$ cat config.mk
export PLATFORM = sky130hd
export DESIGN_NAME = mem_stage_flat
export DESIGN_NICKNAME = d
export VERILOG_FILES = /design/src/rtl/mem_stage_pkg.sv /design/src/rtl/mem_stage_if.sv /design/src/rtl/mem_stage_lane_align.sv /design/src/rtl/mem_stage.sv /design/src/flat_wrapper.sv
export SDC_FILE = /design/constraint.sdc
export NUM_CORES = 1
export LEC_CHECK = 0
export CAP_MARGIN = 20
export CORE_MARGIN = 10
export CORE_UTILIZATION = 45
export CTS_CLUSTER_DIAMETER = 100
export CTS_CLUSTER_SIZE = 30
export DETAILED_ROUTE_END_ITERATION = 10
export PLACE_DENSITY_LB_ADDON = 0.12
export SYNTH_ARGS = -nofsm -noshare
export SYNTH_HDL_FRONTEND = slang
export SYNTH_SLANG_ARGS = --single-unit
$ cat constraint.sdc
create_clock -name clk -period 3.4 [get_ports clk]
set_input_delay 0.68 -clock clk [delete_from_list [all_inputs] [get_ports clk]]
set_output_delay 0.68 -clock clk [all_outputs]
set_load 0.02 [all_outputs]
$ cat src/rtl/mem_stage_pkg.sv
// mem_stage_pkg: FSM state, pipeline register layouts and bubble constants for the memory stage
package mem_stage_pkg;
  typedef enum logic {IDLE, WAIT_RSP} mem_state_t;
  typedef struct packed {
    logic reg_write;
    logic memto_reg;
    logic mem_write;
    logic byte_op;
    logic [3:0] rd;
    logic [31:0] alu_result;
    logic [31:0] write_data;
  } exmem_t;
  typedef struct packed {
    logic reg_write;
    logic memto_reg;
    logic [3:0] rd;
    logic [31:0] alu_out;
    logic [31:0] read_data;
  } memwb_t;
  localparam exmem_t EXMEM_BUBBLE = '0;
  localparam memwb_t MEMWB_BUBBLE = '0;
  function automatic logic is_memop(exmem_t x);
    return x.memto_reg | x.mem_write;
  endfunction
endpackage

$ cat src/rtl/mem_stage_if.sv
// mem_stage_if: data-memory request/response bus between the memory stage and the data memory
interface mem_stage_if #(parameter int AW = 32);
  logic dmem_req;
  logic dmem_we;
  logic [AW-1:0] dmem_addr;
  logic [31:0] dmem_wdata;
  logic [3:0] dmem_be;
  logic dmem_gnt;
  logic dmem_rvalid;
  logic [31:0] dmem_rdata;
  modport master (output dmem_req, dmem_we, dmem_addr, dmem_wdata, dmem_be, input dmem_gnt, dmem_rvalid, dmem_rdata);
  modport slave (input dmem_req, dmem_we, dmem_addr, dmem_wdata, dmem_be, output dmem_gnt, dmem_rvalid, dmem_rdata);
endinterface

$ cat src/rtl/mem_stage_lane_align.sv
// mem_lane_align: byte-lane enables, store replication and load lane select; byte ops only with MEM_STAGE_BYTE_ACCESS_EN
module mem_lane_align (
  input  logic        byte_op,
  input  logic [1:0]  addr_lo,
  input  logic [31:0] wdata,
  input  logic [31:0] rdata,
  output logic [3:0]  be,
  output logic [31:0] wdata_al,
  output logic [31:0] rdata_al
);
`ifdef MEM_STAGE_BYTE_ACCESS_EN
  logic [7:0] lane;
  always_comb begin
    lane = rdata[{addr_lo, 3'b000} +: 8];
    be = byte_op ? 4'b0001 << addr_lo : 4'hF;
    wdata_al = byte_op ? {4{wdata[7:0]}} : wdata;
    rdata_al = byte_op ? {24'h0, lane} : rdata;
  end
`else
  logic unused_byte;
  assign unused_byte = ^{byte_op, addr_lo};
  assign be = 4'hF;
  assign wdata_al = wdata;
  assign rdata_al = rdata;
`endif
endmodule

$ cat src/rtl/mem_stage.sv
// mem_stage: EX/MEM register, data-memory handshake FSM, load/store stall and MEM/WB writeback mux
module mem_stage import mem_stage_pkg::*; #(
  parameter int AW = 32,
  parameter int DW = 32
) (
  input  logic          clk,
  input  logic          reset,
  input  logic          FlushM,
  input  logic          RegWriteE,
  input  logic          MemtoRegE,
  input  logic          MemWriteE,
  input  logic          ByteE,
  input  logic [3:0]    RdE,
  input  logic [DW-1:0] ALUResultE,
  input  logic [DW-1:0] WriteDataE,
  output logic          StallM,
  output logic          RegWriteM,
  output logic [3:0]    RdM,
  output logic [DW-1:0] ALUResultM,
  output logic          RegWriteW,
  output logic [3:0]    RdW,
  output logic [DW-1:0] ResultW,
  mem_stage_if.master   dmem
);
  exmem_t e, m;
  memwb_t w;
  mem_state_t state, state_n;
  logic memop, load, store;
  logic [3:0] be_al;
  logic [31:0] wdata_al, rdata_al;
  assign e = {RegWriteE, MemtoRegE, MemWriteE, ByteE, RdE, ALUResultE, WriteDataE};
  mem_lane_align u_align (
    .byte_op(m.byte_op),
    .addr_lo(m.alu_result[1:0]),
    .wdata(m.write_data),
    .rdata(dmem.dmem_rdata),
    .be(be_al),
    .wdata_al(wdata_al),
    .rdata_al(rdata_al)
  );
  always_comb begin
    memop = is_memop(m);
    store = m.mem_write;
    load = m.memto_reg & ~m.mem_write;
    dmem.dmem_req = (state == IDLE) & memop;
    StallM = memop & ~((state == IDLE) & store & dmem.dmem_gnt) & ~((state == WAIT_RSP) & dmem.dmem_rvalid);
    state_n = (state == IDLE) ? ((dmem.dmem_req & load & dmem.dmem_gnt) ? WAIT_RSP : IDLE)
                              : (dmem.dmem_rvalid ? IDLE : WAIT_RSP);
  end
  assign dmem.dmem_we = m.mem_write;
  assign dmem.dmem_addr = AW'(m.alu_result);
  assign dmem.dmem_wdata = wdata_al;
  assign dmem.dmem_be = memop ? be_al : 4'h0;
  assign RegWriteM = m.reg_write;
  assign RdM = m.rd;
  assign ALUResultM = m.alu_result;
  assign RegWriteW = w.reg_write;
  assign RdW = w.rd;
  assign ResultW = w.memto_reg ? w.read_data : w.alu_out;
  always_ff @(posedge clk or negedge reset)
    if (!reset) state <= IDLE;
    else state <= state_n;
  // stall freezes M and feeds bubbles into W; flush only matters when M advances
  always_ff @(posedge clk or negedge reset)
    if (!reset) begin
      m <= EXMEM_BUBBLE;
      w <= MEMWB_BUBBLE;
    end else begin
      if (!StallM) m <= FlushM ? EXMEM_BUBBLE : e;
      w <= StallM ? MEMWB_BUBBLE : {m.reg_write, m.memto_reg, m.rd, m.alu_result, rdata_al};
    end
endmodule

$ cat src/flat_wrapper.sv
// flat-port wrapper written by rule: the top's interface ports become plain ports
module mem_stage_flat import mem_stage_pkg::*;
#(
  parameter int AW = 32,
  parameter int DW = 32
)
  (clk, reset, FlushM, RegWriteE, MemtoRegE, MemWriteE, ByteE, RdE, ALUResultE, WriteDataE, StallM, RegWriteM, RdM, ALUResultM, RegWriteW, RdW, ResultW, dmem_dmem_req, dmem_dmem_we, dmem_dmem_addr, dmem_dmem_wdata, dmem_dmem_be, dmem_dmem_gnt, dmem_dmem_rvalid, dmem_dmem_rdata);
  mem_stage_if #(.AW(AW)) dmem_i ();
  input  logic clk;
  input  logic reset;
  input  logic FlushM;
  input  logic RegWriteE;
  input  logic MemtoRegE;
  input  logic MemWriteE;
  input  logic ByteE;
  input  logic [3:0] RdE;
  input  logic [DW-1:0] ALUResultE;
  input  logic [DW-1:0] WriteDataE;
  output logic StallM;
  output logic RegWriteM;
  output logic [3:0] RdM;
  output logic [DW-1:0] ALUResultM;
  output logic RegWriteW;
  output logic [3:0] RdW;
  output logic [DW-1:0] ResultW;
  output wire logic [$bits(dmem_i.dmem_req)-1:0] dmem_dmem_req;
  output wire logic [$bits(dmem_i.dmem_we)-1:0] dmem_dmem_we;
  output wire logic [$bits(dmem_i.dmem_addr)-1:0] dmem_dmem_addr;
  output wire logic [$bits(dmem_i.dmem_wdata)-1:0] dmem_dmem_wdata;
  output wire logic [$bits(dmem_i.dmem_be)-1:0] dmem_dmem_be;
  input wire logic [$bits(dmem_i.dmem_gnt)-1:0] dmem_dmem_gnt;
  input wire logic [$bits(dmem_i.dmem_rvalid)-1:0] dmem_dmem_rvalid;
  input wire logic [$bits(dmem_i.dmem_rdata)-1:0] dmem_dmem_rdata;
  assign dmem_dmem_req = dmem_i.dmem_req;
  assign dmem_dmem_we = dmem_i.dmem_we;
  assign dmem_dmem_addr = dmem_i.dmem_addr;
  assign dmem_dmem_wdata = dmem_i.dmem_wdata;
  assign dmem_dmem_be = dmem_i.dmem_be;
  assign dmem_i.dmem_gnt = dmem_dmem_gnt;
  assign dmem_i.dmem_rvalid = dmem_dmem_rvalid;
  assign dmem_i.dmem_rdata = dmem_dmem_rdata;
  mem_stage #(.AW(AW), .DW(DW)) u_core (.clk(clk), .reset(reset), .FlushM(FlushM), .RegWriteE(RegWriteE), .MemtoRegE(MemtoRegE), .MemWriteE(MemWriteE), .ByteE(ByteE), .RdE(RdE), .ALUResultE(ALUResultE), .WriteDataE(WriteDataE), .StallM(StallM), .RegWriteM(RegWriteM), .RdM(RdM), .ALUResultM(ALUResultM), .RegWriteW(RegWriteW), .RdW(RdW), .ResultW(ResultW), .dmem(dmem_i));
endmodule
==> impl_results.md, run 1 <==
* Status: completed
* Syn avg cell area at between 10 and 15 um2
* Vias in the first global route at ~4500
* Die ar. at roughly 20000 um2
* Wire length per cell at approximately 18 um
* Root Buffer: clkbuf_16
* Worst Tran Pin Value at ~770 ps
* Max Clk Rate at between 300 and 400 MHz
* Max VDD drop at roughly 0.00072 V
* Initial antenna violation count at 0
* Total power at between 9 and 10 mW
* IO Count at around 250
* Die width at 141 um
* PwrDens at roughly 1000 nW/um2
* Leak at slightly above 4 nW
* Worst path required time at 2720 ps
* Top layer in use: met4
* Fin util at between 60% and 70%
* Max cap viols at 0
* FP Rows at between 40 and 50
* Met1 wire length at roughly 5.9 mm
* Synth area leaders: dfrtp_1, mux2_2, buf_4, nor2b_1, and2_1
* CTS H-tree depth at 4
* Synthesized net count at ~640
* Leading cell types by count after synthesis: dfrtp_1, buf_4, mux2_2
* CTS tree: built
* Most common cell in the netlist: dfrtp_1
* Layout area overhead at 38.0%
* Number of flops mapped to enable cells by yosys at 0
* Synth area leader: dfrtp_1
* Top cell type's share of synthesized area at between 50 and 60%
* Cts hold-fix bufs at 0
* Total GRT Usage at between 15 and 20%
* Worst min path class: input pin to asynchronous set/reset pin
* 1st-pass router iterations at 4
* RSZ-0062 raised after global routing: false
* Via count at between 4000 and 5000
* Clk sinks at between 100 and 150
* Met3 wire len at 1.91 mm
* Drc violations at 0
* Clock skew after layout at approximately 7.3 ps
* Final WS setup at 386 ps
* Gpl congestion at 0.775
* Max-Slew Margin vs Limit at 48.6%
* Post-CTS Setup Inserts at 0
* CTS Buffer Depth at 2
* Fillers at around 1100
* Antenna Cells at 0
* PortBufs at ~250
* Synth cell types at 17
* Async set-or-reset flop fraction in the synthesized netlist at 100%
* Critical path class: input pin to output port
* Worst skew pair latency at just over 400 ps
* Largest net degree at the start of global routing at 142
* Die Ht at about 140 um
* Cts bufs inserted at 17
* Post-DP HPWL at 11.5 mm
* Post-Route WL at roughly 16 mm
* Final setup vio count at 0
* First-pass GRT wire length at 25.2 mm
* Seq cells post-synth at ~140
* Post-synthesis sequential area ratio at between 50% and 60%
* Post-Syn Area at roughly 6600 um2
* Worst Path Arrival at approximately 2300 ps
* Core Area at about 14000 um2
* Min Tclk post-route at 3010 ps
* Post-route ant nets at 0
* Final hold vios at 0
* Share of cells above drive strength 1 at about a fifth
* DRT iter0 DRCs at between 150 and 200
* Ys flop type: dfrtp_1
* Critical Path Fanout Max at 2
* Slew Viols, Final at 0
* Initial Util at between 40% and 50%
* # nets final at ~780
* YS warnings at 0
* Setup slack at placement at around 410 ps
* Routed wl met2 at roughly 7.9 mm
* Tcrit/Tclk final at between 80% and 90%
* Clock-pin slew on the worst setup and hold paths at 50 ps
* Grt ovf at 0
* Post_cts resized at 0
* Setup TNS Final at 0 ps
* Vias per Instance at roughly 4.7
* CP Launch Type: input pin
* Syn Inst Count at between 500 and 600
* Crit. End Element: output port
state kept, by name, indices dropped and copies added (netlist names):
name,count
u_core.RegWriteM,1
u_core.state,1
u_core.RdW,4
u_core.RegWriteW,1
u_core.ALUResultM,32
u_core.RdM,4
u_core.dmem.dmem_we,1
u_core.m,33
u_core.w,65
cell families (layout without fill, tap and decap cells):
family          count (synthesis)  count (layout)  share of synthesized area (%)
compound gates                  4               4                          0.397
mux                           102             102                           17.8
simple gates                  146             146                           13.7
flops                         142             142                           53.7
buf+inv                       138             292                           14.4
critical path, stage by stage:
cell,delay (ps)
clkdlybuf4s50_1,420
nor2b_1,150
a221o_4,370
inv_1,60
clkdlybuf4s50_1,640
per-stage QoR:
| stage | hold slack [ps] | std cells | cell area, um2 |
|---|---|---|---|
| finish | 302 | 870 | 9130 |
| detailed placement | 495 | 838 | 8510 |
| global placement | 490 | 838 | 8510 |
| CTS | 328 | 870 | 9130 |
| floorplan | 384 | 532 | 6620 |
| global route | 345 | 870 | 9130 |
layer usage:
layer | track usage [%] | vias to the layer above
met3 | 8.71 | 18
met4 | 5.22 | 0
met1 | 17.6 | 1998
li1 | - | 1883
met2 | 26.1 | 155
met5 | 0 | -
report_power, final:
part | leakage (nW) | internal (mW) | total (mW) | switching [mW]
registers | 1.85 | 2.41 | 2.80 | 0.393
clock network | 0.306 | 1.23 | 1.92 | 0.687
logic | 1.89 | 2.42 | 4.68 | 2.25
path summary, 6_finish.rpt:
check	slack, ps	endpoint	cells after the start	from
hold reg to reg	500	u_core.m[4]	1	u_core.m[4]
hold / removal	300	u_core.w[56]	1	reset
setup / recovery	390	StallM	5	dmem_dmem_gnt
min in group clk	500	u_core.m[4]	1	u_core.m[4]
setup reg to reg	1480	u_core.m[30]	4	u_core.dmem.dmem_we
max in group asynchronous	2250	u_core.ALUResultM[17]	2	reset
cell usage in the layout (no fill, tap or decap):
master,synthesis,final
clkdlybuf4s50_1,0,250
dfrtp_1,142,142
mux2_2,94,94
nor2b_1,71,71
and2_1,70,70
clkbuf_16,0,17
mux2_4,8,8
clkinv_2,0,4
clkbuf_8,0,4
inv_1,3,3
bufinv_16,0,3
buf_12,0,3
nor2_1,2,2
nand2b_1,2,2
a21oi_1,2,2
clkinv_4,0,2
buf_4,108,2
a221o_4,0,1
nand2_1,1,1
o22ai_1,1,1
clkbuf_1,15,1
clkinvlp_4,0,1
buf_6,3,1
buf_2,6,1
area by class of cell:
| type | instances | area (um2) | share of cell area [%] |
|---|---|---|---|
| inverters | 3 | 11.3 | 0.123 |
| multi-input cells | 252 | 2120 | 23.2 |
| clock buffers | 22 | 484 | 5.30 |
| clock inverters | 10 | 135 | 1.48 |
| well taps | 184 | 230 | 2.52 |
| repair buffers | 257 | 2590 | 28.4 |
| flip-flops and latches | 142 | 3550 | 38.9 |
(Power assumes the default switching activity.)
==> run 2: changes to the inputs <==
- ABC_CLOCK_PERIOD_IN_PS: default -> 3400
==> results of run 2 <==
Final layout, timing and power as in run 1 (identical DEF).
==> run 3: changes to the inputs <==
- DONT_BUFFER_PORTS: default -> 1
- SYNTH_HIERARCHICAL: default -> 1
==> impl_results.md, run 3 <==
* Max Clk Rate at 377 MHz (was 332 MHz)
* Clock skew after layout at 9.47 ps (was 7.30 ps)
* Flop pwr share at 46.6% (was 29.8%)
* Vias per Instance at 4.64 (was 4.66)
* Worst Path Arrival at 1970 ps (was 2330 ps)
* Root Buffer: clkbuf_16 (unchanged)
* Setup TNS Final at 0 ps (unchanged)
* CTS H-tree depth at 4 (unchanged)
* Final WS setup at 747 ps (was 386 ps)
* Met3 Use GR at 6.95% (was 8.71%)
* CTS tree: built (unchanged)
* Total power at 7.24 mW (was 9.39 mW)
* Tcrit/Tclk final at 78.0% (was 88.6%)
* Clk sinks at 142 (unchanged)
* Grt peak-use layer: met2 (unchanged)
* Layout area overhead at -4.70% (was 38.0%)
* IO Count at 254 (unchanged)
* Initial antenna violation count at 5 (was 0)
* Die Ht at 147 um (was 141 um)
* Final setup vio count at 0 (unchanged)
* Initial Util at 45.7% (about the same)
* Worst hold slack at -36.2 ps (was 302 ps)
* Die ar. at 21500 um2 (was 20000 um2)
* Crit path max-delay cell type: dfrtp_1 (was clkdlybuf4s50_1)
* Combinational Power Share at 28.5% (was 49.8%)
* Status: complete, but fails checks (was completed)
* Post-Syn Area at 7210 um2 (was 6620 um2)
* Part of the power in the clock network at 24.9% (was 20.4%)
* PwrDens at 1050 nW/um2 (was 1030 nW/um2)
* Worst min path class: input pin to asynchronous set/reset pin (unchanged)
* Sw Pwr at 2.78 mW (was 3.33 mW)
* Max-Slew Margin vs Limit at 64.3% (was 48.6%)
* Max VDD drop at 0.000550 V (was 0.000716 V)
* Post-DP HPWL at 9.59 mm (was 11.5 mm)
* FP Rows at 46 (was 44)
* Sw Ratio at 38.4% (was 35.5%)
* Register area at 3550 um2 (unchanged)
* Crit. End Element: output port (unchanged)
* Syn avg cell area at 12.7 um2 (was 12.4 um2)
* Worst Tran Pin Value at 535 ps (was 771 ps)
* Clock-pin slew on the worst setup and hold paths at 60 ps (was 50 ps)
* Core Area at 15800 um2 (was 14500 um2)
* Violations in the final reports: negative hold slack
* Worst skew pair latency at 410 ps (about the same)
* Vias in the first global route at 3409 (was 4496)
* GR Util met2 at 19.4% (was 26.1%)
* Worst path required time at 2720 ps (about the same)
* Met1 Use GR at 15.8% (was 17.6%)
* Via count at 3055 (was 4054)
* Area of the multi-input gates at 2390 um2 (was 2120 um2)
* Total GRT Usage at 13.1% (was 16.1%)
* Gpl congestion at 0.700 (was 0.775)
* Die width at 147 um (was 141 um)
* RSZ-0062 raised after global routing: false (unchanged)
* Syn Inst Count at 567 (was 532)
* Max cap viols at 0 (unchanged)
* Slew Viols, Final at 0 (unchanged)
* CP Launch Type: flip-flop (was input pin)
* Largest net degree at the start of global routing at 143 (was 142)
* Top reg by flops: u_core/w (was u_core.w)
* First-pass GRT wire length at 21.5 mm (was 25.2 mm)
* Leak at 3.28 nW (was 4.04 nW)
* Most frequent cells in the layout: dfrtp_1, nor2b_1, and2_1, mux2_4, mux2_2 (was clkdlybuf4s50_1, dfrtp_1, mux2_2, nor2b_1, and2_1)
* DRT iter0 DRCs at 97 (was 171)
* CTS Buffer Depth at 2 (unchanged)
* 1st-pass router iterations at 4 (unchanged)
* PortBufs at 0 (was 252)
* Post-Route WL at 13.9 mm (was 16.0 mm)
* Grt ovf at 0 (unchanged)
* Critical Path Fanout Max at 31 (was 2)
* Final hold vios at 98 (was 0)
* Post-route ant nets at 0 (unchanged)
* Wire length per cell at 21.1 um (was 18.4 um)
* Internal power at 4.46 mW (was 6.06 mW)
* # nets final at 533 (was 782)
* CP peak stage delay at 490 ps (was 640 ps)
* Fin util at 43.6% (was 63.1%)
* YS warnings at 6 (was 0)
* Cts bufs inserted at 17 (unchanged)
* Max reg flops at 65 (unchanged)
* Drc violations at 0 (unchanged)
* Min Tclk post-route at 2650 ps (was 3010 ps)
* Setup slack at placement at 1050 ps (was 407 ps)
* Critical path class: flip-flop to output port (was input pin to output port)
* Commonest non-fill, non-tap cell in the layout: dfrtp_1 (was clkdlybuf4s50_1)
* CP Cell Sequence: nor2_1 -> a221o_4 -> inv_1 (was clkdlybuf4s50_1 -> nor2b_1 -> a221o_4 -> inv_1 -> clkdlybuf4s50_1)
* Share of cells above drive strength 1 at 30.9% (was 20.6%)
* Fillers at 1475 (was 1141)
==> run 3: worst max-delay path, delay by kind of cell (launching register included) <==
family / cells / cell delay [ps]
compound gates: 1 / 450
buf+inv: 1 / 220
flops: 1 / 490
simple gates: 1 / 370
==> run 3: metal layers <==
| layer | wire, um | up-vias |
|---|---|---|
| li1 | - | 1382 |
| met1 | 5980 | 1524 |
| met2 | 6500 | 142 |
| met3 | 1290 | 7 |
| met4 | 101 | 0 |
| met5 | 0 | - |
==> run 3: final timing paths <==
path	start	end	slack (ps)	cells after the start
worst max-delay path	u_core/dmem.dmem_we	StallM	750	3
max in group asynchronous	reset	u_core/ALUResultM[13]	3200	0
worst min register to register	u_core/state	u_core/state	590	1
worst max register to register	u_core/dmem.dmem_we	u_core/m[11]	1170	4
worst min-delay path	reset	u_core/w[38]	-40	0
min in group clk	dmem_dmem_rdata[27]	u_core/w[27]	390	1
==> run 3: power by group through the flow <==
| stage | clock, mW | sequential, mW | combinational, mW |
|---|---|---|---|
| 2_1_floorplan | 0 | 2.58 | 3.36 |
| 3_3_place_gp | 0 | 3.43 | 2.07 |
| 3_5_place_dp | 0 | 3.44 | 2.10 |
| 4_1_cts | 1.85 | 3.41 | 2.11 |
| 5_1_grt | 1.95 | 3.49 | 2.22 |
| 6_report | 1.80 | 3.38 | 2.06 |
==> run 3: final cells by class <==
cell class,instances,share of cell area [%]
antenna,5,0.182
clock buffer,20,6.36
clock inverter,12,1.99
inverter,3,0.164
multi-input combinational,257,34.8
sequential,142,51.7
tap,216,3.93
timing repair buffer,3,0.874
==> run 3: metrics by stage <==
step	area [um2]	hold slack, ps	cells
final	6870	-36.2	658
after global routing	6870	-67.3	657
after CTS	6860	-56.9	653
after detailed placement	6280	391	621
after global placement	6280	391	621
after floorplan	7220	384	570
==> run 3: timing repair <==
action                                  CTS  global route
resized for setup                         0             0
endpoints found under the hold margin   142           142
buffers inserted                          0             0
endpoints found under the setup margin    0             0
